--- src/rtl/vram_pkg.sv ---
// vram_pkg: constants and state encoding shared by the VRAM arbiter files.
//   FB_W/FB_H   framebuffer size (half the VGA resolution in each axis)
//   FB_DEPTH    number of framebuffer words
//   ADDR_W      linear RAM address width
//   PIX_W       BGR pixel width
//   ROW_W/COL_W VGA row/column address widths
package vram_pkg;

  localparam int FB_W     = 320;
  localparam int FB_H     = 240;
  localparam int FB_DEPTH = FB_W * FB_H;
  localparam int ADDR_W   = 17;
  localparam int PIX_W    = 12;
  localparam int ROW_W    = 9;
  localparam int COL_W    = 10;

  typedef enum logic {
    ST_IDLE  = 1'b0,
    ST_CLEAR = 1'b1
  } clr_state_e;

endpackage

--- src/rtl/vram_addr_map.sv ---
// vram_addr_map: maps a VGA row/column to a framebuffer word address.
//   row_i       VGA row (0..2*FB_H-1 is visible)
//   col_i       VGA column (0..2*FB_W-1 is visible)
//   addr_o      linear address; each framebuffer pixel covers a 2x2 VGA block
//   in_range_o  1 when row_i/col_i fall inside the visible area
module vram_addr_map #(
  parameter int FB_W   = vram_pkg::FB_W,
  parameter int FB_H   = vram_pkg::FB_H,
  parameter int ADDR_W = vram_pkg::ADDR_W
) (
  input  logic [vram_pkg::ROW_W-1:0] row_i,
  input  logic [vram_pkg::COL_W-1:0] col_i,
  output logic [ADDR_W-1:0]          addr_o,
  output logic                       in_range_o
);
  import vram_pkg::*;

  // Dropping the LSB of row and column doubles every pixel in both axes.
  assign addr_o = ADDR_W'(row_i[ROW_W-1:1]) * ADDR_W'(FB_W)
                + ADDR_W'(col_i[COL_W-1:1]);

  assign in_range_o = (int'(row_i) < 2 * FB_H) && (int'(col_i) < 2 * FB_W);

endmodule

--- src/rtl/vram_arbiter.sv ---
// vram_arbiter: shares one single-port synchronous framebuffer RAM between
// the VGA scan-out, single-pixel writes from game logic and a full-buffer
// clear engine. One RAM access per cycle, priority VGA > write > clear.
//   vga_clk, clrn                 clock, synchronous active-high reset
//   vga_read/vga_row/vga_col      scan-out request; vga_pixel 2 cycles later
//   wr_req/wr_addr/wr_data/wr_ack single-pixel write, ack is combinational
//   clr_req/clr_color             start a clear; clr_busy/clr_done status
//   mem_addr/mem_we/mem_wdata     RAM port; mem_rdata arrives 1 cycle later
//
// state    | meaning
// ST_IDLE  | no clear running, free slots are unused
// ST_CLEAR | free slots write clr colour at the clear pointer
module vram_arbiter #(
  parameter int FB_W   = vram_pkg::FB_W,
  parameter int FB_H   = vram_pkg::FB_H,
  parameter int ADDR_W = vram_pkg::ADDR_W
) (
  input  logic                       vga_clk,
  input  logic                       clrn,
  input  logic                       vga_read,
  input  logic [vram_pkg::ROW_W-1:0] vga_row,
  input  logic [vram_pkg::COL_W-1:0] vga_col,
  output logic [vram_pkg::PIX_W-1:0] vga_pixel,
  input  logic                       wr_req,
  input  logic [ADDR_W-1:0]          wr_addr,
  input  logic [vram_pkg::PIX_W-1:0] wr_data,
  output logic                       wr_ack,
  input  logic                       clr_req,
  input  logic [vram_pkg::PIX_W-1:0] clr_color,
  output logic                       clr_busy,
  output logic                       clr_done,
  output logic [ADDR_W-1:0]          mem_addr,
  output logic                       mem_we,
  output logic [vram_pkg::PIX_W-1:0] mem_wdata,
  input  logic [vram_pkg::PIX_W-1:0] mem_rdata
);
  import vram_pkg::*;

  localparam int                DEPTH     = FB_W * FB_H;
  localparam logic [ADDR_W-1:0] DEPTH_A   = ADDR_W'(DEPTH);
  localparam logic [ADDR_W-1:0] LAST_ADDR = ADDR_W'(DEPTH - 1);

  logic [ADDR_W-1:0] vga_addr;
  logic              vga_in_range;

  vram_addr_map #(
    .FB_W  (FB_W),
    .FB_H  (FB_H),
    .ADDR_W(ADDR_W)
  ) u_addr_map (
    .row_i     (vga_row),
    .col_i     (vga_col),
    .addr_o    (vga_addr),
    .in_range_o(vga_in_range)
  );

  clr_state_e        state_q, state_d;
  logic [ADDR_W-1:0] ptr_q, ptr_d;
  logic [PIX_W-1:0]  color_q, color_d;
  logic [ADDR_W-1:0] addr_q;
  logic [PIX_W-1:0]  wdata_q;
  logic              rd_vld_q;
  logic [PIX_W-1:0]  pix_q;
  logic              rd_go;

  always_comb begin
    state_d   = state_q;
    ptr_d     = ptr_q;
    color_d   = color_q;
    mem_addr  = addr_q;
    mem_wdata = wdata_q;
    mem_we    = 1'b0;
    wr_ack    = 1'b0;
    clr_done  = 1'b0;
    rd_go     = 1'b0;

    // An asserted vga_read owns the slot even when off-screen; it then
    // issues no read and the address simply holds.
    if (vga_read) begin
      rd_go = vga_in_range;
      if (vga_in_range) mem_addr = vga_addr;
    end else if (wr_req) begin
      wr_ack = 1'b1;
      if (wr_addr < DEPTH_A) begin
        mem_addr  = wr_addr;
        mem_wdata = wr_data;
        mem_we    = 1'b1;
      end
    end else if (state_q == ST_CLEAR) begin
      mem_addr  = ptr_q;
      mem_wdata = color_q;
      mem_we    = 1'b1;
      ptr_d     = ptr_q + ADDR_W'(1);
      if (ptr_q == LAST_ADDR) begin
        clr_done = 1'b1;
        state_d  = ST_IDLE;
      end
    end

    // Clear requests are only honoured from IDLE; a write granted in the
    // same cycle does not block the start.
    if (state_q == ST_IDLE && clr_req) begin
      state_d = ST_CLEAR;
      ptr_d   = '0;
      color_d = clr_color;
    end

    if (clrn) begin
      mem_addr  = addr_q;
      mem_wdata = wdata_q;
      mem_we    = 1'b0;
      wr_ack    = 1'b0;
      clr_done  = 1'b0;
      rd_go     = 1'b0;
    end
  end

  always_ff @(posedge vga_clk) begin
    if (clrn) begin
      state_q  <= ST_IDLE;
      ptr_q    <= '0;
      color_q  <= '0;
      addr_q   <= '0;
      wdata_q  <= '0;
      rd_vld_q <= 1'b0;
      pix_q    <= '0;
    end else begin
      state_q  <= state_d;
      ptr_q    <= ptr_d;
      color_q  <= color_d;
      addr_q   <= mem_addr;
      wdata_q  <= mem_wdata;
      rd_vld_q <= rd_go;
      pix_q    <= rd_vld_q ? mem_rdata : '0;
    end
  end

  assign vga_pixel = pix_q;
  assign clr_busy  = (state_q == ST_CLEAR);

endmodule

--- config.mk ---
export PLATFORM = sky130hd
export DESIGN_NAME = vram_arbiter
export DESIGN_NICKNAME = d
export VERILOG_FILES = /design/src/rtl/vram_pkg.sv /design/src/rtl/vram_addr_map.sv /design/src/rtl/vram_arbiter.sv
export SDC_FILE = /design/constraint.sdc
export NUM_CORES = 1
export LEC_CHECK = 0
export CAP_MARGIN = 25
export CORE_MARGIN = 2
export CORE_UTILIZATION = 25
export CTS_BUF_LIST = sky130_fd_sc_hd__clkbuf_2 sky130_fd_sc_hd__clkbuf_4 sky130_fd_sc_hd__clkbuf_8
export DETAILED_ROUTE_END_ITERATION = 16
export DONT_BUFFER_PORTS = 1
export GPL_TIMING_DRIVEN = 0
export PLACE_DENSITY = 0.43
export SLEW_MARGIN = 10
export SYNTH_ARGS = -nofsm -noshare
export SYNTH_HDL_FRONTEND = slang
export SYNTH_SLANG_ARGS = --single-unit
--- constraint.sdc ---
create_clock -name vga_clk -period 5.2 [get_ports vga_clk]
set_input_delay 0.78 -clock vga_clk [delete_from_list [all_inputs] [get_ports vga_clk]]
set_output_delay 0.78 -clock vga_clk [all_outputs]
set_load 0.02 [all_outputs]
==> summary.txt <==
Pwr Density -> 310 nW/um^2
Site Rows -> 44
Die Y -> 127 um
CTS H-tree depth -> 3
Detailed Route WL -> 12600 um
Commonest cells in the netlist -> 84 x nand2_1, 72 x dfxtp_1, 46 x a21oi_1
CTS tree -> done
F_max -> 0.249 GHz
Vias -> 3507
Starting DRT DRC Count -> 299
Fin cells -> 662
Critical Path Start Type -> input port
Crit. End Element -> primary output
Mapped Cells -> 462
CORE AREA -> 14600 sq um
Metal3 WL -> 1050 um
Largest net degree at the start of global routing -> 15
Seq cells post-synth -> 72
Avg WL per Cell -> 19.0 um
WL met1 -> 5560 um
Critical R2R Launch -> clr_busy$_SDFFE_PP0P_
Worst R2R Path Depth -> 6
Worst-skew pair later-pin latency -> 360 ps
Die Footprint -> 16100 sq um
Sw power -> 0.421 mW
Setup crit start -> vga_row[2]
Final setup TNS -> 0 ps
Final setup viols -> 0
Post-cts sizing count -> 0
Fin crit share -> 0.773
Status -> finished, final reports clean
Sequential power share -> 0.455
Placed Instance Area -> 3990 sq um
Int Pwr -> 0.879 mW
Fin area -> 4200 sq um
Sequential cell area -> 1440 sq um
Combinational fraction of design power -> 0.185
Crit path depth -> 9
Final Hold Slack -> 455 ps
GRT Overall Usage -> 0.157
WP data arrival -> 3240 ps
Synth warnings -> 0
Reg2reg setup slack -> 2990 ps
Synth top area share -> 0.383
Critical Path Sink -> mem_addr[14]
I/O Buffers -> 0
Mapped Nets -> 557
Leak Pwr -> 1.49 nW
Netlist cell types -> 52
Global-route wire length before repair -> 19200 um
Final ANT Viol Nets -> 0
Die Wd -> 127 um
Diode count -> 0
Final Max Slew Viols -> 0
Drt first pass iters -> 5
Max FO, Critical Path -> 3
# nets final -> 568
Hold Buf Count CTS -> 0
Syn-to-layout area delta -> 11.6%
Ys flop type -> dfxtp_1
Max Root-Sink Buffers -> 2
DP HPWL -> 9500 um
Cell with the largest stage delay on the worst path -> o22ai_1
CP delay by family, top -> adder cells
Fraction of layout cells with a size suffix above 1 -> 0.0649
Starting Density -> 0.257
# DRC -> 0
GP Congestion -> 0.823
RSZ-0062 raised after global routing -> no
Dpl cells -> 646
Post-synth EDFFs -> 0
Max IR drop VDD -> 0.0971 mV
Area leader, netlist -> dfxtp_1
Bufs and invs on worst path -> 0
Avg Vias per Cell -> 5.30
Clock Root Buffer -> clkbuf_8
Num CTS Buffers -> 9
Slew @ Worst Pin -> 793 ps
CP most frequent cell -> ha_1
Initial antenna violation count -> 0
Crit-path cells -> ha_1, ha_1, fa_1, a211oi_1, nor2_1, xor2_1, and3_1, xnor2_1, o22ai_1
Tightest Hold Check Type -> flip-flop to flip-flop
Final Hold Vio Count -> 0
Crit path kind -> input port to primary output
Req. time, crit path -> 4420 ps
Met2 wire length -> 5730 um
Overflow after GRT -> 0
Synth top area cells -> dfxtp_1 38%, nand2_1 8.4%, a222oi_1 7.2%
Clock power frac -> 0.360
End of the worst register-to-register path -> ptr_q[13]$_SDFFE_PP0P_
Register area share after synthesis -> 0.383
Post-Syn Area -> 3760 sq um
Maxcap violations -> 0
Crit path largest cell delay -> 520 ps
Most frequent cell after synthesis -> nand2_1
Vias in the first global route -> 3440
Mean Syn Cell Area -> 8.15 sq um
Fin Clk Skew -> 10.8 ps
Multi-input combinational cell area -> 2190 sq um
Fillers -> 1544
# Post-CTS Setup Buffers -> 0
# IOs -> 122
Slew margin rel. -> 0.466
FFs w/ async S/R, synth -> 0
Worst-path clk slew -> 70 ps
# clock sinks -> 72
DR top layer -> met4
Switching share of power -> 0.324
Min cycle time layout -> 4020 ps
## logic make-up (layout without fill, tap and decap cells)
group / after synthesis / in the layout / share of synthesized area
xor gates and xnor gates: 24 / 24 / 0.0559
muxes: 2 / 2 / 0.00565
AOI/OAI and AO/OA: 134 / 134 / 0.236
and+or+nand+nor: 177 / 177 / 0.219
buffers and inverters: 35 / 51 / 0.0359
adders and majority gates: 18 / 18 / 0.0638
DFF: 72 / 72 / 0.383
## final cells by class
class,instances,share of cell area
Multi-Input combinational cell,355,0.521
Sequential cell,72,0.343
Tap cell,184,0.0548
Clock buffer,9,0.0295
Buffer,25,0.0232
Clock inverter,7,0.0194
Inverter,10,0.00894
## metal layers
metal / vias up / global-route usage
met1: 1676 / 0.191
met2: 139 / 0.256
met3: 12 / 0.0527
met4: 0 / 0.0621
li1: 1680 / -
met5: - / 0
## layout by cell type, fill, tap and decap left out, types with 3 or more instances in the layout
cell type and count:
xnor2_1 14, o22ai_1 3, inv_1 9, nand2_1 84, nand4_1 4, o21ai_0 33
a21oi_1 46, a222oi_1 27, nand3_1 10, clkbuf_8 9, buf_2 3, a211o_1 4
dfxtp_1 72, nor2_1 36, clkinv_4 4, ha_1 16, and2_1 16, nor3_1 3
xor2_1 10, nor2b_1 6, clkbuf_1 21, or3_1 3, o21ai_1 3
## how the worst min path moves through the flow
| stage | endpoint | from | cells past startpoint |
|---|---|---|---|
| detailed placement | addr_q[1]$_SDFF_PP0_ | addr_q[1]$_SDFF_PP0_ | 2 |
| floorplan | color_q[0]$_SDFFE_PP0P_ | color_q[0]$_SDFFE_PP0P_ | 2 |
| global route | color_q[1]$_SDFFE_PP0P_ | color_q[1]$_SDFFE_PP0P_ | 2 |
| finish | addr_q[5]$_SDFF_PP0_ | addr_q[5]$_SDFF_PP0_ | 2 |
| CTS | addr_q[1]$_SDFF_PP0_ | addr_q[1]$_SDFF_PP0_ | 2 |
| global placement | addr_q[1]$_SDFF_PP0_ | addr_q[1]$_SDFF_PP0_ | 2 |
## flip-flops by register name, indices dropped and copies added, names as in the netlist
name       cells
wdata_q       12
color_q       12
vga_pixel     12
rd_vld_q       1
addr_q        17
ptr_q         17
clr_busy       1
## metrics by stage
step | utilization | worst slack [ps] | total power [mW]
after CTS | 0.287 | 1170 | 1.32
after detailed placement | 0.273 | 1190 | 0.844
after floorplan | - | 1400 | 0.786
after global routing | 0.287 | 944 | 1.37
final | 0.287 | 1180 | 1.30
after global placement | 0.273 | 1160 | 0.842
## worst reg2reg max path: stages, from the launching register on
cell     delay, ps
dfxtp_1        610
nor3b_4        500
nand4_1        340
nor3_2         290
nand3_1        130
xor2_1         160
nor2_1          60
## power groups by stage
stage / registers, mW / clock network [mW] / logic (mW)
after floorplan: 0.600 / 0 / 0.186
after global placement: 0.603 / 0 / 0.239
after detailed placement: 0.604 / 0 / 0.241
after CTS: 0.591 / 0.484 / 0.242
after global routing: 0.594 / 0.512 / 0.268
final: 0.591 / 0.468 / 0.241
Note: power is estimated with default switching activity, not from simulation.
